--- src/rtl/cnn_weight_bank.sv ---
// cnn_weight_bank: run-time loadable store of signed CNN filter weights.
// Weights stream in over a valid/ready port in (filter, channel, row, col)
// order. A whole KxK x C kernel is returned one cycle after a read request.
// Optional feature macro: WBANK_PINGPONG_EN (active/shadow banks, swap on commit).
module cnn_weight_bank #(
  parameter int WIDTH = 17,
  parameter int K     = 3,
  parameter int C     = 3,
  parameter int NF    = 4,
  localparam int FW   = (NF > 1) ? $clog2(NF) : 1
) (
  input  logic                    clk,
  input  logic                    rst_n,
  input  logic                    load_start,
  input  logic                    s_valid,
  output logic                    s_ready,
  input  logic signed [WIDTH-1:0] s_data,
  input  logic                    s_last,
  output logic                    load_done,
  output logic                    load_err,
  output logic                    bank_ready,
  input  logic                    rd_en,
  input  logic [FW-1:0]           rd_filter,
  output logic                    rd_valid,
  output logic [WIDTH*C*K*K-1:0]  rd_kernel,
  output logic                    rd_err
);

  localparam int KS    = C * K * K;
  localparam int DEPTH = NF * KS;
  localparam int CW    = $clog2(DEPTH + 1);
  localparam int EW    = (KS > 1) ? $clog2(KS) : 1;

  typedef enum logic [1:0] {IDLE, LOAD, LOADED} state_t;

  state_t            state, state_nx;
  logic [CW-1:0]     cnt;
  logic [FW-1:0]     wr_f;
  logic [EW-1:0]     wr_e;
  logic              hs, last_word, done_nx, err_nx, accept;
  logic [WIDTH*KS-1:0] kernel_p0;

  assign s_ready   = (state == LOAD);
  // load_start takes priority over a word presented in the same cycle
  assign hs        = s_ready & s_valid & ~load_start;
  assign last_word = (cnt == CW'(DEPTH - 1));
  assign accept    = rd_en & bank_ready & ({1'b0, rd_filter} < (FW + 1)'(NF));

  // Next-state and load completion/error decode
  always_comb begin
    state_nx = state;
    done_nx  = 1'b0;
    err_nx   = 1'b0;
    if (load_start) begin
      state_nx = LOAD;
    end else if (hs) begin
      if (last_word && s_last) begin
        state_nx = LOADED;
        done_nx  = 1'b1;
      end else if (last_word || s_last) begin
        state_nx = IDLE;
        err_nx   = 1'b1;
      end
    end
  end

  // State register, word counter and load status pulses
  always_ff @(posedge clk) begin
    if (!rst_n) begin
      state     <= IDLE;
      cnt       <= '0;
      wr_f      <= '0;
      wr_e      <= '0;
      load_done <= 1'b0;
      load_err  <= 1'b0;
    end else begin
      state     <= state_nx;
      load_done <= done_nx;
      load_err  <= err_nx;
      if (load_start) begin
        cnt  <= '0;
        wr_f <= '0;
        wr_e <= '0;
      end else if (hs) begin
        cnt <= cnt + 1'b1;
        // filter/tap split of the counter avoids a divider on the write address
        if (wr_e == EW'(KS - 1)) begin
          wr_e <= '0;
          wr_f <= wr_f + 1'b1;
        end else begin
          wr_e <= wr_e + 1'b1;
        end
      end
    end
  end

`ifdef WBANK_PINGPONG_EN
  logic signed [WIDTH-1:0] mem [2][NF][KS];
  logic act, had_set, rd_bank;

  // A read in the very first commit cycle has no older set, so it sees the new one
  assign rd_bank = (load_done & ~had_set) ? ~act : act;

  // Bank availability and active-bank swap at the end of the commit cycle
  always_ff @(posedge clk) begin
    if (!rst_n) begin
      bank_ready <= 1'b0;
      act        <= 1'b0;
      had_set    <= 1'b0;
    end else begin
      if (done_nx) bank_ready <= 1'b1;
      if (load_done) begin
        act     <= ~act;
        had_set <= 1'b1;
      end
    end
  end

  // Loads only ever touch the shadow bank
  always_ff @(posedge clk) begin
    if (hs) mem[~act][wr_f][wr_e] <= s_data;
  end

  for (genvar i = 0; i < KS; i++) begin : g_tap
    assign kernel_p0[i*WIDTH +: WIDTH] = mem[rd_bank][rd_filter][i];
  end
`else
  logic signed [WIDTH-1:0] mem [NF][KS];

  // Single bank: contents are invalid from load_start until a good commit
  always_ff @(posedge clk) begin
    if (!rst_n) begin
      bank_ready <= 1'b0;
    end else if (load_start) begin
      bank_ready <= 1'b0;
    end else if (done_nx) begin
      bank_ready <= 1'b1;
    end
  end

  // Weight storage write port, deliberately not reset
  always_ff @(posedge clk) begin
    if (hs) mem[wr_f][wr_e] <= s_data;
  end

  for (genvar i = 0; i < KS; i++) begin : g_tap
    assign kernel_p0[i*WIDTH +: WIDTH] = mem[rd_filter][i];
  end
`endif

  // p0 -> p1: registered kernel output with fixed one-cycle latency
  always_ff @(posedge clk) begin
    if (!rst_n) begin
      rd_valid  <= 1'b0;
      rd_err    <= 1'b0;
      rd_kernel <= '0;
    end else begin
      rd_valid <= accept;
      rd_err   <= rd_en & ~accept;
      if (accept) rd_kernel <= kernel_p0;
    end
  end

endmodule

--- config.mk ---
export PLATFORM = sky130hd
export DESIGN_NAME = cnn_weight_bank
export DESIGN_NICKNAME = d
export VERILOG_FILES = /design/src/rtl/cnn_weight_bank.sv
export SDC_FILE = /design/constraint.sdc
export NUM_CORES = 2
export LEC_CHECK = 0
export CAP_MARGIN = 15
export CORE_ASPECT_RATIO = 1.75
export CORE_MARGIN = 3
export CORE_UTILIZATION = 59
export DETAILED_ROUTE_END_ITERATION = 8
export PLACE_DENSITY = 0.79
export SYNTH_ARGS = -nofsm -noshare
export SYNTH_HDL_FRONTEND = slang
export SYNTH_SLANG_ARGS = --single-unit
export TNS_END_PERCENT = 100
--- constraint.sdc ---
create_clock -name clk -period 3.2 [get_ports clk]
set_clock_uncertainty 0.1 [all_clocks]
set_input_delay 0.64 -clock clk [delete_from_list [all_inputs] [get_ports clk]]
set_output_delay 0.64 -clock clk [all_outputs]
set_load 0.05 [all_outputs]
==> results.md <==
- The run finished with clean final reports.
- The placer's final routability congestion estimate is 0.7765.
- The post-synthesis instance total is between 3,000 and 4,000.
- The sequential cell area is between 60,000 and 70,000 um2.
- STA classifies the critical path startpoint as a flip-flop.
- After routing, the total negative slack on setup checks comes to 0 ns.
- Counting flops with a built-in enable in the synthesized netlist gives 1,836.
- In the final layout, the multi-input gates occupy roughly 16,000 um2.
- After synthesis, flip-flops and latches occupy roughly 79% of the total area.
- Of all nets on the critical path, the largest fanout is 2.
- Row generation in the floorplan step produced roughly 180 rows.
- The share of cell area taken by muxes after synthesis is between 10% and 20%.
- The number of global-route vias before repair is 42,120.
- Across all setup checks in the final design, the least slack found is 0.3140 ns.
- Traced cell by cell, the critical path runs through clkdlybuf4s50_1.
- The total congestion overflow is 0.
- The stage delay of the slowest cell on the critical path is roughly 0.89 ns.
- Of all flip-flops after synthesis, the portion carrying an async set or reset was 0%.
- Before CTS, the worst setup slack after placement is 0.1888 ns.
- Wires add up to 197,400 um.
- The complex-gate fraction of the synthesized area is 5.159%.
- The final cell area excluding filler cells is 96,700 um2.
- The worst setup path is captured at a primary output.
- The routed design could run at a clock period as short as 2.886 ns.
- The slew at the pin closest to its max-slew limit is 0.8026 ns.
- The hold violation count in the final report is 0.
- Across all hold checks on the routed design, the worst slack comes to 0.2302 ns.
- The combinational family with the most area after synthesis is multiplexers.
- Of the available clock period, the critical path in the final layout requires 90.19%.
- The boundary pin count is 490.
- After clock tree synthesis, the clock-pin slew on the worst setup and hold paths is 0.08 ns.
- For this run, the total global-route usage over all layers was measured as 27.98%.
- The synthesized netlist devotes around 1.0% of its cell area to simple gates.
- Derived from the worst setup path, the maximum achievable clock frequency is 346.5 MHz.
- The maximum resistive drop on vdd is 668.2 uV.
- The estimated wirelength of the detail-placed design is around 120,000 um.
- The first global-routing pass estimated about 290,000 um of wire.
- STA puts the critical path data required time at around 2.5 ns.
- The share of post-route cells with drive strength above 1 is 22.47%.
- The internal power of the cells totals ~46 mW.
- The first TritonRoute pass finished after 9 iterations.
- The dominant cell type by area after synthesis is sky130_fd_sc_hd__edfxtp_1.
- Post-CTS repair changed the size of 0 cells.
- The synthesized netlist contains 38 unique library cells.
- The register share of total power is 55.7%.
- On the critical path the largest part of the delay comes from buffers and inverters.
- The clock sink count is 2,316.
- The initial antenna violation count is 3.
- The clock network fraction of total power is between 40% and 50%.
- At the end of the flow, the number of nets in the layout was 4,422.
- Once placement finished, the instance area stood at about 90,000 um2.
- The remaining number of nets flagged by the antenna check after routing is 0.
- The insertion delay of the later-clocked pin in the worst-skew pair is 0.81 ns.
- The worst-case clock buffer depth is 3.
- In this run, synthesis produced a sequential element count of 2,316.
- Of the post-synthesis cell area, the dominant cell type holds 67.60%.
- The number of remaining DRC errors is 0.
- In this run the cell area of the synthesized design comes to 81,560 um2.
- The primary flip-flop cell chosen by synthesis mapping is sky130_fd_sc_hd__edfxtp_1.
- The tightest min-delay check is of the in -> reg type.
- Setup repair after global routing left no endpoint under its margin.
- The post-detailed-route via-to-cell ratio is about 6.4.
- Summing over every cut layer, the via total after detailed routing is between 40,000 and 50,000.
- The average instance in the mapped netlist occupies 22.08 um2.
- The height of the die is 497.8 um.
- Max-cap violations in this run came to 0.
- In the post-synthesis netlist, the cell with the most instances is sky130_fd_sc_hd__edfxtp_1.
- The number of max-slew violations in the final report is 0.
- The number of clock buffers added by TritonCTS is 185.
- Relative to the synthesized area, the layout overhead comes to 18.56%.
- After Yosys synthesis, XOR and XNOR cells account for 0.01074% of the synthesized area.
- The number of buffers added on ports is 489.
- Of the total power, the share spent switching nets is 20.28%.
- The number of H-tree branching levels is 4.
- By area the synthesized netlist is led by sky130_fd_sc_hd__edfxtp_1, sky130_fd_sc_hd__mux4_2, sky130_fd_sc_hd__dfxtp_1, sky130_fd_sc_hd__a22o_1, sky130_fd_sc_hd__buf_6.
- The post-route total power is slightly below 60 mW.
- The power density over the cells is between 600 and 700 nW/um2.
- The cell with the biggest individual delay on the critical path is sky130_fd_sc_hd__clkdlybuf4s50_1.
- The adder-cell share of the synthesized area is 0.1381%.
- Summed over all nets, the switching power comes to 11.80 mW.
- The post-synth net total is between 3,000 and 4,000.
- The number of DRC markers after the initial detailed-route iteration is 4,782.
- The initial utilization of the core area, before any placement, comes to 59.70%.
- During synthesis, Yosys emitted a total of 0 warnings.
- The number of buffers and inverters on the critical path is 1.
- The root buffer selected by CTS is sky130_fd_sc_hd__clkbuf_16.
- After filler insertion, the fill cell instance count of the layout stands at 7,699.
- Combinational logic is responsible for 3.2% of the overall power.
- The start-to-end type of the worst setup path is reg -> out.
- The arrival time at the worst endpoint is roughly 2.2 ns.
- In this run the horizontal extent of the chip is 287.1 um.
- The worst pin sits at a relative slew slack of 46.49%.
- The TritonCTS clock tree is built.
- The floorplan step defined a core boundary enclosing 136,600 um2.
- The setup-violating endpoint count in the final report is 0.
- In the final routed layout, each cell accounts on average for slightly above 30 um.
- After synthesis, the most frequently instantiated cells are sky130_fd_sc_hd__edfxtp_1, sky130_fd_sc_hd__dfxtp_1, sky130_fd_sc_hd__a22o_1, sky130_fd_sc_hd__mux4_2, sky130_fd_sc_hd__nor2_1.
- Entering global routing, the biggest net connects about 110 pins.
- In this run the static leakage power is between 30 and 40 nW.
- The floorplan step defined a die boundary enclosing 142,900 um2.
## metal layers
metal / global-route usage, % / vias to the layer above / part of all wire [%]
met5: 0 / - / 0
met4: 9.762 / 0 / 3.5
met3: 4.831 / 374 / 9.0
met2: 47.07 / 2437 / 52
met1: 37.35 / 21060 / 36
li1: - / 16790 / -
## cell usage in the layout, fill, tap and decap left out, types with 9 or more instances in the layout
cell,count
sky130_fd_sc_hd__a21oi_1,11
sky130_fd_sc_hd__a22o_1,459
sky130_fd_sc_hd__buf_12,80
sky130_fd_sc_hd__buf_4,177
sky130_fd_sc_hd__bufinv_16,16
sky130_fd_sc_hd__clkbuf_1,35
sky130_fd_sc_hd__clkbuf_16,200
sky130_fd_sc_hd__clkbuf_8,20
sky130_fd_sc_hd__clkdlybuf4s50_1,470
sky130_fd_sc_hd__clkinv_1,15
sky130_fd_sc_hd__clkinv_2,29
sky130_fd_sc_hd__clkinvlp_4,9
sky130_fd_sc_hd__dfxtp_1,480
sky130_fd_sc_hd__edfxtp_1,1836
sky130_fd_sc_hd__ha_1,9
sky130_fd_sc_hd__inv_1,10
sky130_fd_sc_hd__inv_6,12
sky130_fd_sc_hd__mux4_2,459
sky130_fd_sc_hd__nand2_1,22
sky130_fd_sc_hd__nand3_1,23
sky130_fd_sc_hd__nor2_1,111
## final cells by class
class	count	share of cell area [%]
Inverter	8	0.03106
Clock inverter	95	1.073
Tap cell	1810	2.342
Clock buffer	256	5.602
Sequential cell	2316	66.95
Multi-Input combinational cell	1147	16.06
Antenna cell	2	0.005176
Timing Repair Buffer	730	7.937
## metrics by stage
| step | cells | utilization [%] |
|---|---|---|
| global route | 6363 | 70.78 |
| detailed placement | 6010 | 66.04 |
| global placement | 6010 | 66.04 |
| finish | 6364 | 70.78 |
| CTS | 6362 | 70.77 |
| floorplan | 3693 | - |
## path summary, 6_finish.rpt
kind / from / depth (start not counted) / end / slack (ns)
min reg2reg: rd_kernel[386] / 1 / rd_kernel[386] / 0.38
max reg2reg: wr_f[0] / 5 / mem[3][329] / 0.37
max: rd_kernel[452] / 1 / rd_kernel[452] / 0.31
min: s_data[14] / 1 / mem[0][388] / 0.23
## registers in the layout, indices dropped and copies added, names as in the netlist
register    flops
load_err        1
bank_ready      1
wr_f            2
wr_e            5
rd_valid        1
rd_kernel     459
rd_err          1
mem          1836
state           2
load_done       1
cnt             7
## power by group through the flow
stage | combinational, mW | sequential (mW) | clock [mW]
final | 1.87 | 32.4 | 23.9
after global routing | 1.97 | 32.4 | 25.2
after CTS | 1.89 | 32.4 | 24.2
after detailed placement | 1.86 | 33.1 | 0
after global placement | 1.81 | 33.1 | 0
after floorplan | 0.954 | 33.1 | 0
## logic make-up after synthesis
| logic type | Yosys count |
|---|---|
| compound gates | 489 |
| xor+xnor | 1 |
| buf+inv | 230 |
| flops | 2316 |
| fa+ha+maj | 9 |
| simple gates | 188 |
| mux | 460 |
## timing repair
| action | in CTS | in global routing |
|---|---|---|
| setup endpoints to repair | 0 | 0 |
| setup buffers | 0 | 0 |
| endpoints found under the hold margin | 5 | 0 |
| hold buffers | 1 | 0 |
Power figures use the tool's default switching activity.
